==> config.mk <==
export PLATFORM = sky130hd
export DESIGN_NAME = i2c_slave_reg_bridge
export DESIGN_NICKNAME = d
export VERILOG_FILES = /design/src/rtl/i2c_reg_bridge_pkg.sv /design/src/rtl/i2c_slave_reg_bridge.sv
export SDC_FILE = /design/constraint.sdc
export NUM_CORES = 1
export LEC_CHECK = 0
export CAP_MARGIN = 20
export CORE_ASPECT_RATIO = 1.5
export CORE_UTILIZATION = 40
export DETAILED_ROUTE_END_ITERATION = 6
export PLACE_DENSITY_LB_ADDON = 0.12
export SETUP_SLACK_MARGIN = 0.3
export SYNTH_ARGS = -nofsm -noshare
export SYNTH_HDL_FRONTEND = slang
export SYNTH_SLANG_ARGS = --single-unit
==> constraint.sdc <==
create_clock -name clk -period 2.3 [get_ports clk]
set_input_delay 0.46 -clock clk [delete_from_list [all_inputs] [get_ports clk]]
set_output_delay 0.46 -clock clk [all_outputs]
set_load 0.03 [all_outputs]
==> src/rtl/i2c_reg_bridge_pkg.sv <==
// Shared types and helpers for the I2C-slave-to-register bridge.
package i2c_reg_bridge_pkg;

    typedef enum logic [1:0] {
        IDLE    = 2'd0,
        WR_REQ  = 2'd1,
        RD_REQ  = 2'd2,
        RD_HOLD = 2'd3
    } state_t;

    // Number of pointer bytes that open each write frame.
    function automatic int unsigned addr_bytes(input int unsigned addr_width);
        return (addr_width <= 32'd8) ? 32'd1 : 32'd2;
    endfunction

endpackage

==> src/rtl/i2c_slave_reg_bridge.sv <==
// Bridges i2c_slave byte streams onto a req/ack register port with an
// auto-incrementing pointer; read bytes are fetched only when requested.
module i2c_slave_reg_bridge
    import i2c_reg_bridge_pkg::*;
#(
    parameter int unsigned ADDR_WIDTH = 8,
    parameter int unsigned DATA_WIDTH = 8
) (
    input  logic                  clk,
    input  logic                  rst,
    input  logic [7:0]            s_axis_data_tdata,
    input  logic                  s_axis_data_tvalid,
    output logic                  s_axis_data_tready,
    input  logic                  s_axis_data_tlast,
    output logic [7:0]            m_axis_data_tdata,
    output logic                  m_axis_data_tvalid,
    input  logic                  m_axis_data_tready,
    output logic                  m_axis_data_tlast,
    input  logic                  bus_addressed,
    output logic [ADDR_WIDTH-1:0] reg_addr,
    output logic                  reg_wr_req,
    output logic [7:0]            reg_wr_data,
    output logic                  reg_rd_req,
    input  logic [7:0]            reg_rd_data,
    input  logic                  reg_ack,
    output logic                  busy
);

    localparam int unsigned ADDR_BYTES = addr_bytes(ADDR_WIDTH);

    if (DATA_WIDTH != 8) begin : g_bad_data_width
        $error("i2c_slave_reg_bridge: DATA_WIDTH must be 8");
    end
    if (ADDR_WIDTH < 1 || ADDR_WIDTH > 16) begin : g_bad_addr_width
        $error("i2c_slave_reg_bridge: ADDR_WIDTH must be 1..16");
    end

    state_t                r_state;
    logic [ADDR_WIDTH-1:0] r_ptr;
    logic [1:0]            r_byte_idx;
    logic                  r_frame_open;
    logic [7:0]            r_ptr_asm;
    logic                  r_bus_addr_d;
    logic                  r_rd_discard;
    logic [7:0]            r_m_tdata;
    logic                  r_m_tvalid;
    logic [ADDR_WIDTH-1:0] r_reg_addr;
    logic                  r_wr_req;
    logic [7:0]            r_wr_data;
    logic                  r_rd_req;

    logic                  w_bus_fall;
    logic                  w_is_ptr_byte;
    logic                  w_ptr_done;
    logic [15:0]           w_ptr_full;

    assign w_bus_fall    = r_bus_addr_d && !bus_addressed;
    assign w_is_ptr_byte = (r_byte_idx < 2'(ADDR_BYTES));
    assign w_ptr_done    = (r_byte_idx == 2'(ADDR_BYTES - 1));
    assign w_ptr_full    = {r_ptr_asm, s_axis_data_tdata};

    assign s_axis_data_tready = (r_state == IDLE) && !rst;
    assign m_axis_data_tdata  = r_m_tdata;
    assign m_axis_data_tvalid = r_m_tvalid;
    assign m_axis_data_tlast  = 1'b0;
    assign reg_addr           = r_reg_addr;
    assign reg_wr_req         = r_wr_req;
    assign reg_wr_data        = r_wr_data;
    assign reg_rd_req         = r_rd_req;
    assign busy               = (r_state != IDLE) || r_frame_open;

    always_ff @(posedge clk or posedge rst) begin
        if (rst) begin
            r_state      <= IDLE;
            r_ptr        <= '0;
            r_byte_idx   <= 2'd0;
            r_frame_open <= 1'b0;
            r_ptr_asm    <= 8'd0;
            r_bus_addr_d <= 1'b0;
            r_rd_discard <= 1'b0;
            r_m_tdata    <= 8'd0;
            r_m_tvalid   <= 1'b0;
            r_reg_addr   <= '0;
            r_wr_req     <= 1'b0;
            r_wr_data    <= 8'd0;
            r_rd_req     <= 1'b0;
        end else begin
            r_bus_addr_d <= bus_addressed;
            case (r_state)
                IDLE: begin
                    // A received byte takes priority over a transmit request.
                    if (s_axis_data_tvalid) begin
                        if (w_is_ptr_byte) begin
                            r_ptr_asm  <= s_axis_data_tdata;
                            r_byte_idx <= r_byte_idx + 2'd1;
                            if (w_ptr_done) begin
                                r_ptr <= ADDR_WIDTH'(w_ptr_full);
                            end
                        end else begin
                            r_reg_addr <= r_ptr;
                            r_wr_data  <= s_axis_data_tdata;
                            r_wr_req   <= 1'b1;
                            r_state    <= WR_REQ;
                        end
                        r_frame_open <= !s_axis_data_tlast;
                        if (s_axis_data_tlast) begin
                            r_byte_idx <= 2'd0;
                        end
                    end else if (m_axis_data_tready) begin
                        r_reg_addr   <= r_ptr;
                        r_rd_req     <= 1'b1;
                        r_rd_discard <= 1'b0;
                        r_state      <= RD_REQ;
                    end
                end
                WR_REQ: begin
                    if (reg_ack) begin
                        r_wr_req <= 1'b0;
                        r_ptr    <= r_ptr + ADDR_WIDTH'(1);
                        r_state  <= IDLE;
                    end
                end
                RD_REQ: begin
                    // The access always completes; a bus abort only discards its data.
                    if (reg_ack) begin
                        r_rd_req <= 1'b0;
                        if (r_rd_discard || w_bus_fall) begin
                            r_state <= IDLE;
                        end else begin
                            r_m_tdata  <= reg_rd_data;
                            r_m_tvalid <= 1'b1;
                            r_state    <= RD_HOLD;
                        end
                    end else if (w_bus_fall) begin
                        r_rd_discard <= 1'b1;
                    end
                end
                RD_HOLD: begin
                    if (w_bus_fall) begin
                        r_m_tvalid <= 1'b0;
                        r_state    <= IDLE;
                    end else if (m_axis_data_tready) begin
                        r_m_tvalid <= 1'b0;
                        r_ptr      <= r_ptr + ADDR_WIDTH'(1);
                        r_state    <= IDLE;
                    end
                end
                default: r_state <= IDLE;
            endcase
            if (w_bus_fall) begin
                r_frame_open <= 1'b0;
                r_byte_idx   <= 2'd0;
            end
        end
    end

endmodule

==> impl_metrics.json, run 1 <==
{
  "run_status": "finished, final reports clean",
  "cts_sinks": 42,
  "number_of_global_route_vias_before_repair": 1557,
  "hold_path.startpoint": "reg_addr[7]$_DFFE_PP0P_",
  "place.detailed.hpwl_mm": 3.13,
  "last_weighted_congestion_value_of_the_routability_driven_placer": 0.768,
  "rsz0062_at_grt": "false",
  "post_synthesis_async_set_or_reset_flop_share_pct": 100,
  "biggest_area_consumer_among_synthesized_cells": "sky130_fd_sc_hd__dfrtp_1",
  "portBuffers": 51,
  "layout_cell_share_with_drive_strength_beyond_1_pct": 20.6,
  "cell_at_the_root_of_the_clock_tree": "sky130_fd_sc_hd__clkbuf_8",
  "worstMarginPinSlew_ps": 518,
  "postSynthNetCount": 207,
  "cts.reportedPaths.clkPinSlew_ps": 70,
  "path_max_fanout": 8,
  "postSynthAreaPerCell_sq_um": 11.3,
  "gr-total-overflow": 0,
  "track_usage_pct": 17.4,
  "cts-buffers-inserted": 5,
  "antenna-diode-count": 0,
  "slew-limit-headroom_pct": 65.4,
  "global_route_wire_length_before_repair_mm": 6.96,
  "vdd.ir_drop.worst_v": 0.000684,
  "syn_to_final_growth_pct": 34.3,
  "final_nets": 263,
  "fin_tns_setup_ps": 0,
  "report.final.slew_viol_count": 0,
  "cts.htree.levels": 2,
  "drt_iter0_drc": 41,
  "synth_top_cells_by_area": "sky130_fd_sc_hd__dfrtp_1 52%, sky130_fd_sc_hd__mux2_2 14%, sky130_fd_sc_hd__nor2_1 2.8%, sky130_fd_sc_hd__a21oi_1 2.5%, sky130_fd_sc_hd__o21ai_0 2.2%",
  "detail_route.wl_per_cell_um": 13.6,
  "startpoint_types": "register",
  "postCtsHoldBufs": 0,
  "synth_commonest_cells": "42 x sky130_fd_sc_hd__dfrtp_1, 26 x sky130_fd_sc_hd__mux2_2, 15 x sky130_fd_sc_hd__nor2_1",
  "antenna_left": 0,
  "count_of_endpoints_failing_setup_in_the_final_report": 0,
  "wl_mm": 4.12,
  "finalHoldViolCount": 0,
  "grt_start_max_net_pins": 43,
  "grt_antenna_before_repair": 0,
  "path_class": "reg2out",
  "initial_utilization_pct": 42.1,
  "regToRegSetupSlack_ps": 470,
  "post_synth_inst_count": 181,
  "critPathRequiredTime_ps": 1840,
  "post_synth_num_cell_types": 40,
  "yosys_register_bits": 42,
  "total_via_count_in_the_routed_design": 1574,
  "power_density_mw_per_mm2": 1480,
  "io_pins": 53,
  "drt_pass1_iterations": 4,
  "min-delay-path-class": "reg2reg",
  "final_period_minus_worst_setup_slack_ps": 1920,
  "insertion_delay_ps": 290,
  "ys_seq_area_share_pct": 51.5,
  "maxClockFrequency_ghz": 0.520,
  "viasPerCell": 5.18,
  "dieArea_sq_mm": 0.00540,
  "hold_ws_ps": 504,
  "clock_tree_from_tritoncts": "yes",
  "synth_enable_flop_cells": 0,
  "die_h_um": 89.5,
  "cts_max_path_bufs": 2,
  "static-leakage-power_nw": 1.13,
  "core_area_sq_mm": 0.00485,
  "drv_cap": 0,
  "synth_warnings": 0,
  "synth_top_cell_area_share_pct": 51.5,
  "crit-reg2reg-launch": "r_byte_idx[0]$_DFFE_PP0P_",
  "arrival_ps": 1460,
  "core.rowCount": 31,
  "finClkSkew_ps": 1.84,
  "synthFlopType": "sky130_fd_sc_hd__dfrtp_1",
  "floorplan.die.width_um": 60.3,
  "synth_area_sq_mm": 0.00204,
  "worstSetupStartpoint": "r_state[1]$_DFFE_PP0P_",
  "min_period_over_period_pct": 83.7,
  "critPathCaptureType": "primary output",
  "drt_drc_violations_left": 0,
  "post-synth-top-count-cell": "sky130_fd_sc_hd__dfrtp_1"
}
-- layout make-up --
class	count	area, sq um
multi-input combinational	120	905
timing repair buffer	57	556
clock buffer	7	76.3
tap	66	82.6
inverter	11	41.3
clock inverter	1	30.0
fill	466	2110
sequential	42	1050
-- routing by layer --
layer	global-route usage [%]	part of all wire, %
met1	20.6	40
met2	28.6	52
met3	4.92	5.2
met4	8.46	2.5
met5	0	0
-- power by group --
part,total [mW],internal [mW],switching [mW]
Sequential,1.35,1.09,0.259
Combinational,2.14,0.995,1.15
Clock,0.558,0.325,0.233
Total,4.05,2.41,1.64
-- path summary, 6_finish.rpt --
kind                                                    endpoint  cells after the start
worst max-delay path                                        busy                      3
worst min-delay path                     reg_addr[7]$_DFFE_PP0P_                      1
worst max register to register              r_ptr[1]$_DFFE_PP0P_                      6
worst min register to register           reg_addr[7]$_DFFE_PP0P_                      1
max in group asynchronous       m_axis_data_tdata[4]$_DFFE_PP0P_                      3
min in group asynchronous                 r_state[0]$_DFFE_PP0P_                      3
-- critical path, stage by stage (launching register included) --
cell and delay [ps]:
sky130_fd_sc_hd__dfrtp_1 480, sky130_fd_sc_hd__buf_4 210, sky130_fd_sc_hd__or3_1 310, sky130_fd_sc_hd__buf_4 180
-- logic make-up (layout without fill, tap and decap cells) --
family	count (synthesis)	count (layout)	share of synthesized area [%]
simple gates	51	51	14.2
flops	42	42	51.5
compound gates	37	37	12.3
mux	28	28	15.5
buf+inv	19	76	4.54
fa+ha+maj	3	3	1.84
other cells	1	1	0.184
-- timing repair --
item,in CTS,in global routing
gates resized for setup,1,2
cloned,0,0
buffers inserted,0,0
endpoints found under the setup margin,1,3
-- layout by cell type (no fill, tap or decap), types with 2 or more instances in the layout --
cell and count:
sky130_fd_sc_hd__inv_1 11, sky130_fd_sc_hd__o22a_1 2, sky130_fd_sc_hd__nand4_1 5, sky130_fd_sc_hd__mux2_2 26, sky130_fd_sc_hd__a32oi_1 2, sky130_fd_sc_hd__nand2b_1 4, sky130_fd_sc_hd__dfrtp_1 42, sky130_fd_sc_hd__o21a_1 2
sky130_fd_sc_hd__mux2_1 2, sky130_fd_sc_hd__clkbuf_1 2, sky130_fd_sc_hd__o2bb2a_1 2, sky130_fd_sc_hd__nand3_1 4, sky130_fd_sc_hd__a21oi_1 10, sky130_fd_sc_hd__o211ai_1 2, sky130_fd_sc_hd__nand2_1 6, sky130_fd_sc_hd__nor2_1 15
sky130_fd_sc_hd__o21ai_0 9, sky130_fd_sc_hd__buf_4 6, sky130_fd_sc_hd__nor3_1 4, sky130_fd_sc_hd__ha_1 3, sky130_fd_sc_hd__clkdlybuf4s50_1 49, sky130_fd_sc_hd__clkbuf_8 5, sky130_fd_sc_hd__o22ai_1 2, sky130_fd_sc_hd__a211oi_1 3
-- flip-flops by register name, summed over array words and instances (netlist names) --
name and cells:
r_ptr 8, r_bus_addr_d 1, reg_wr_req 1, r_state 2
reg_addr 8, r_byte_idx 2, reg_wr_data 8, reg_rd_req 1
r_rd_discard 1, m_axis_data_tdata 8, r_frame_open 1, m_axis_data_tvalid 1
-- per-stage QoR --
stage	power, mW	cell area, sq um	cells	utilization (%)	worst slack, ps
after floorplan	2.74	2050	181	-	520
after global placement	3.45	2630	296	54.2	140
after detailed placement	3.52	2630	296	54.2	88.5
after CTS	4.09	2740	304	56.4	322
after global routing	4.33	2740	304	56.5	315
final	4.05	2740	304	56.5	376
Note: power is estimated with default switching activity, not from simulation.
==> run 2: changes to the inputs <==
==> constraint.sdc (replaced) <==
create_clock -name clk -period 1.6 [get_ports clk]
set_input_delay 0.32 -clock clk [delete_from_list [all_inputs] [get_ports clk]]
set_output_delay 0.32 -clock clk [all_outputs]
set_load 0.03 [all_outputs]
==> run 2 against run 1 <==
Compared with the run above: wire length up 34%; sequential share of layout area down 6.1 points; non-clock buffer count up 38; clock skew up 5.9 ps; highest routed layer unchanged; clock power up 17%; combinational power up 100%; power up 70%; sequential cell count unchanged; the run now ends with setup timing left; sequential power up 44%.
==> impl_metrics.json, run 2 (synthesized netlist as in run 1, its figures left out) <==
{
  "last_weighted_congestion_value_of_the_routability_driven_placer": 0.834,
  "drt_drc_violations_left": 0,
  "detail_route.wl_per_cell_um": 16.2,
  "cts.reportedPaths.clkPinSlew_ps": 80,
  "syn_to_final_growth_pct": 60.2,
  "postCtsHoldBufs": 0,
  "initial_utilization_pct": 42.1,
  "post-route-worst-setup-slack_ps": -29.8,
  "clock_tree_from_tritoncts": "yes",
  "power_density_mw_per_mm2": 2110,
  "min_delay_path_depth": 1,
  "viasPerCell": 5.14,
  "drt_pass1_iterations": 4,
  "antenna-diode-count": 0,
  "io_pins": 53,
  "layout_commonest_cell": "sky130_fd_sc_hd__dfrtp_1",
  "maxClockFrequency_ghz": 0.614,
  "regToRegSetupSlack_ps": -10,
  "grt_antenna_before_repair": 0,
  "power_frac_comb_pct": 62.2,
  "gr-total-overflow": 0,
  "final_period_minus_worst_setup_slack_ps": 1630,
  "switching_fraction_of_total_power_pct": 41.8,
  "min_period_over_period_pct": 102,
  "worst_r2r_endpoint": "r_ptr[0]$_DFFE_PP0P_",
  "failed_checks": "setup timing",
  "min-delay-path-class": "in2reg",
  "critPathRequiredTime_ps": 1280,
  "power.share.clock_pct": 9.5,
  "core_area_sq_mm": 0.00485,
  "insertion_delay_ps": 290,
  "cts.htree.levels": 2,
  "portBuffers": 51,
  "crit_path_cell_trace": "buf_6 -> or3_4 -> buf_6",
  "layout_cell_share_with_drive_strength_beyond_1_pct": 55.3,
  "dieArea_sq_mm": 0.00540,
  "run_status": "finished, violations left",
  "power.switching_mw": 2.88,
  "filler_cell_count": 395,
  "p_seq_share_pct": 28.3,
  "antenna_left": 0,
  "vdd.ir_drop.worst_v": 0.00107,
  "die_h_um": 89.5,
  "arrival_ps": 1310,
  "report.final.slew_viol_count": 0,
  "dpl_worst_slack_ps": -288,
  "path_max_fanout": 2,
  "track_usage_pct": 21.5,
  "place.detailed.hpwl_mm": 3.70,
  "floorplan.die.width_um": 60.3,
  "crit-reg2reg-launch": "r_byte_idx[0]$_DFFE_PP0P_",
  "critPathCaptureType": "primary output",
  "hold-path-endpoint": "r_bus_addr_d$_DFF_PP0_",
  "startpoint_types": "register",
  "slowest_stage": "sky130_fd_sc_hd__dfrtp_2",
  "total_via_count_in_the_routed_design": 1754,
  "finClkSkew_ps": 7.77,
  "rsz0062_at_grt": "true",
  "cell_internal_pwr_mw": 4.01,
  "global_route_wire_length_before_repair_mm": 8.43,
  "r2r_cells": 6,
  "finalHoldViolCount": 0,
  "grt_start_max_net_pins": 43,
  "wl_mm": 5.53,
  "count_of_endpoints_failing_setup_in_the_final_report": 3,
  "drv_cap": 0,
  "static-leakage-power_nw": 1.49,
  "critical_path.most_common_cell": "sky130_fd_sc_hd__buf_6",
  "drt_iter0_drc": 57,
  "number_of_global_route_vias_before_repair": 1820,
  "path_class": "reg2out",
  "final_nets": 301,
  "cts-buffers-inserted": 5,
  "core.rowCount": 31,
  "most-common-layout-cells": "40 x sky130_fd_sc_hd__dfrtp_1, 26 x sky130_fd_sc_hd__mux2_4, 26 x sky130_fd_sc_hd__buf_4",
  "power.total_mw": 6.88,
  "hold_path.startpoint": "bus_addressed",
  "cts_sinks": 42,
  "cell_at_the_root_of_the_clock_tree": "sky130_fd_sc_hd__clkbuf_8",
  "cts_max_path_bufs": 2,
  "cpPeakStageDelay_ps": 430
}
## run 2: changes by cell type in the layout (fill, tap and decap cells not counted), sizes merged
cell           before  now
buf                 7   70
clkdlybuf4s50      49   19
clkdlybuf4s15       0    3
clkbuf              7    5
clkinv              0    2
dlygate4sd2         1    3
bufinv              1    0
## run 2: layer usage
layer	part of all wire, %	global-route usage (%)	vias to the layer above
met4	3.1	10.8	0
met5	0	0	-
li1	-	-	827
met1	37	22.9	867
met2	56	39.2	46
met3	3.3	3.91	14
## run 2: repair_timing
| item | 4_1_cts | 5_1_grt |
|---|---|---|
| hold endpoints to repair | 0 | 0 |
| pin swaps | 16 | 12 |
| resized for setup | 149 | 57 |
| setup endpoints to repair | 67 | 62 |
| buffers inserted | 13 | 6 |
## run 2: how the worst max path moves through the flow
| stage | startpoint | cells after the start | slack [ps] | end |
|---|---|---|---|---|
| floorplan | r_byte_idx[1]$_DFFE_PP0P_ | 6 | 60 | r_ptr[0]$_DFFE_PP0P_ |
| global placement | bus_addressed | 6 | -230 | m_axis_data_tdata[4]$_DFFE_PP0P_ |
| detailed placement | reg_ack | 5 | -290 | r_ptr[0]$_DFFE_PP0P_ |
| CTS | r_state[1]$_DFFE_PP0P_ | 3 | -30 | busy |
| global route | r_byte_idx[0]$_DFFE_PP0P_ | 6 | -80 | r_ptr[0]$_DFFE_PP0P_ |
| finish | r_state[1]$_DFFE_PP0P_ | 3 | -30 | busy |
## run 2: cell type report
class	instances	area (sq um)	share of cell area (%)
Multi-Input combinational cell	120	1180	36.1
Inverter	11	43.8	1.34
Clock buffer	5	68.8	2.10
Tap cell	66	82.6	2.53
Sequential cell	42	1050	32.2
Clock inverter	2	10.0	0.306
Timing Repair Buffer	95	830	25.4
## run 2: power groups by stage
stage                     Clock, mW  Sequential (mW)  Combinational (mW)
after floorplan                   0             2.56                1.57
final                         0.654             1.95                4.28
after global placement            0             1.97                3.51
after CTS                     0.673             1.95                4.21
after global routing          0.710             2.02                4.56
after detailed placement          0             1.99                3.57
## run 2: critical path: cells and delay by family (launching register included)
| kind | cells | cell delay (ps) |
|---|---|---|
| flip-flops | 1 | 430 |
| AND/OR/NAND/NOR | 1 | 320 |
| buffers and inverters | 2 | 270 |
## run 2: stage by stage
step / std cells / TNS (ps) / utilization (%) / area (sq um) / hold slack [ps]
after global placement: 315 / -6150 / 59.7 / 2900 / 489
after CTS: 335 / -80.1 / 67.8 / 3290 / 335
final: 341 / -42.7 / 67.4 / 3270 / 333
after detailed placement: 315 / -7050 / 59.7 / 2900 / 495
after floorplan: 181 / 0 / - / 2140 / 351
after global routing: 341 / -436 / 67.4 / 3270 / 346
==> run 3: changes to the inputs <==
--- a/config.mk
+++ b/config.mk
@@ -5,7 +5,6 @@
 export SDC_FILE = /design/constraint.sdc
 export NUM_CORES = 1
 export LEC_CHECK = 0
-export CAP_MARGIN = 20
 export CORE_ASPECT_RATIO = 1.5
 export CORE_UTILIZATION = 40
 export DETAILED_ROUTE_END_ITERATION = 6
==> results of run 3 <==
Final layout, timing and power as in run 2 (identical DEF).
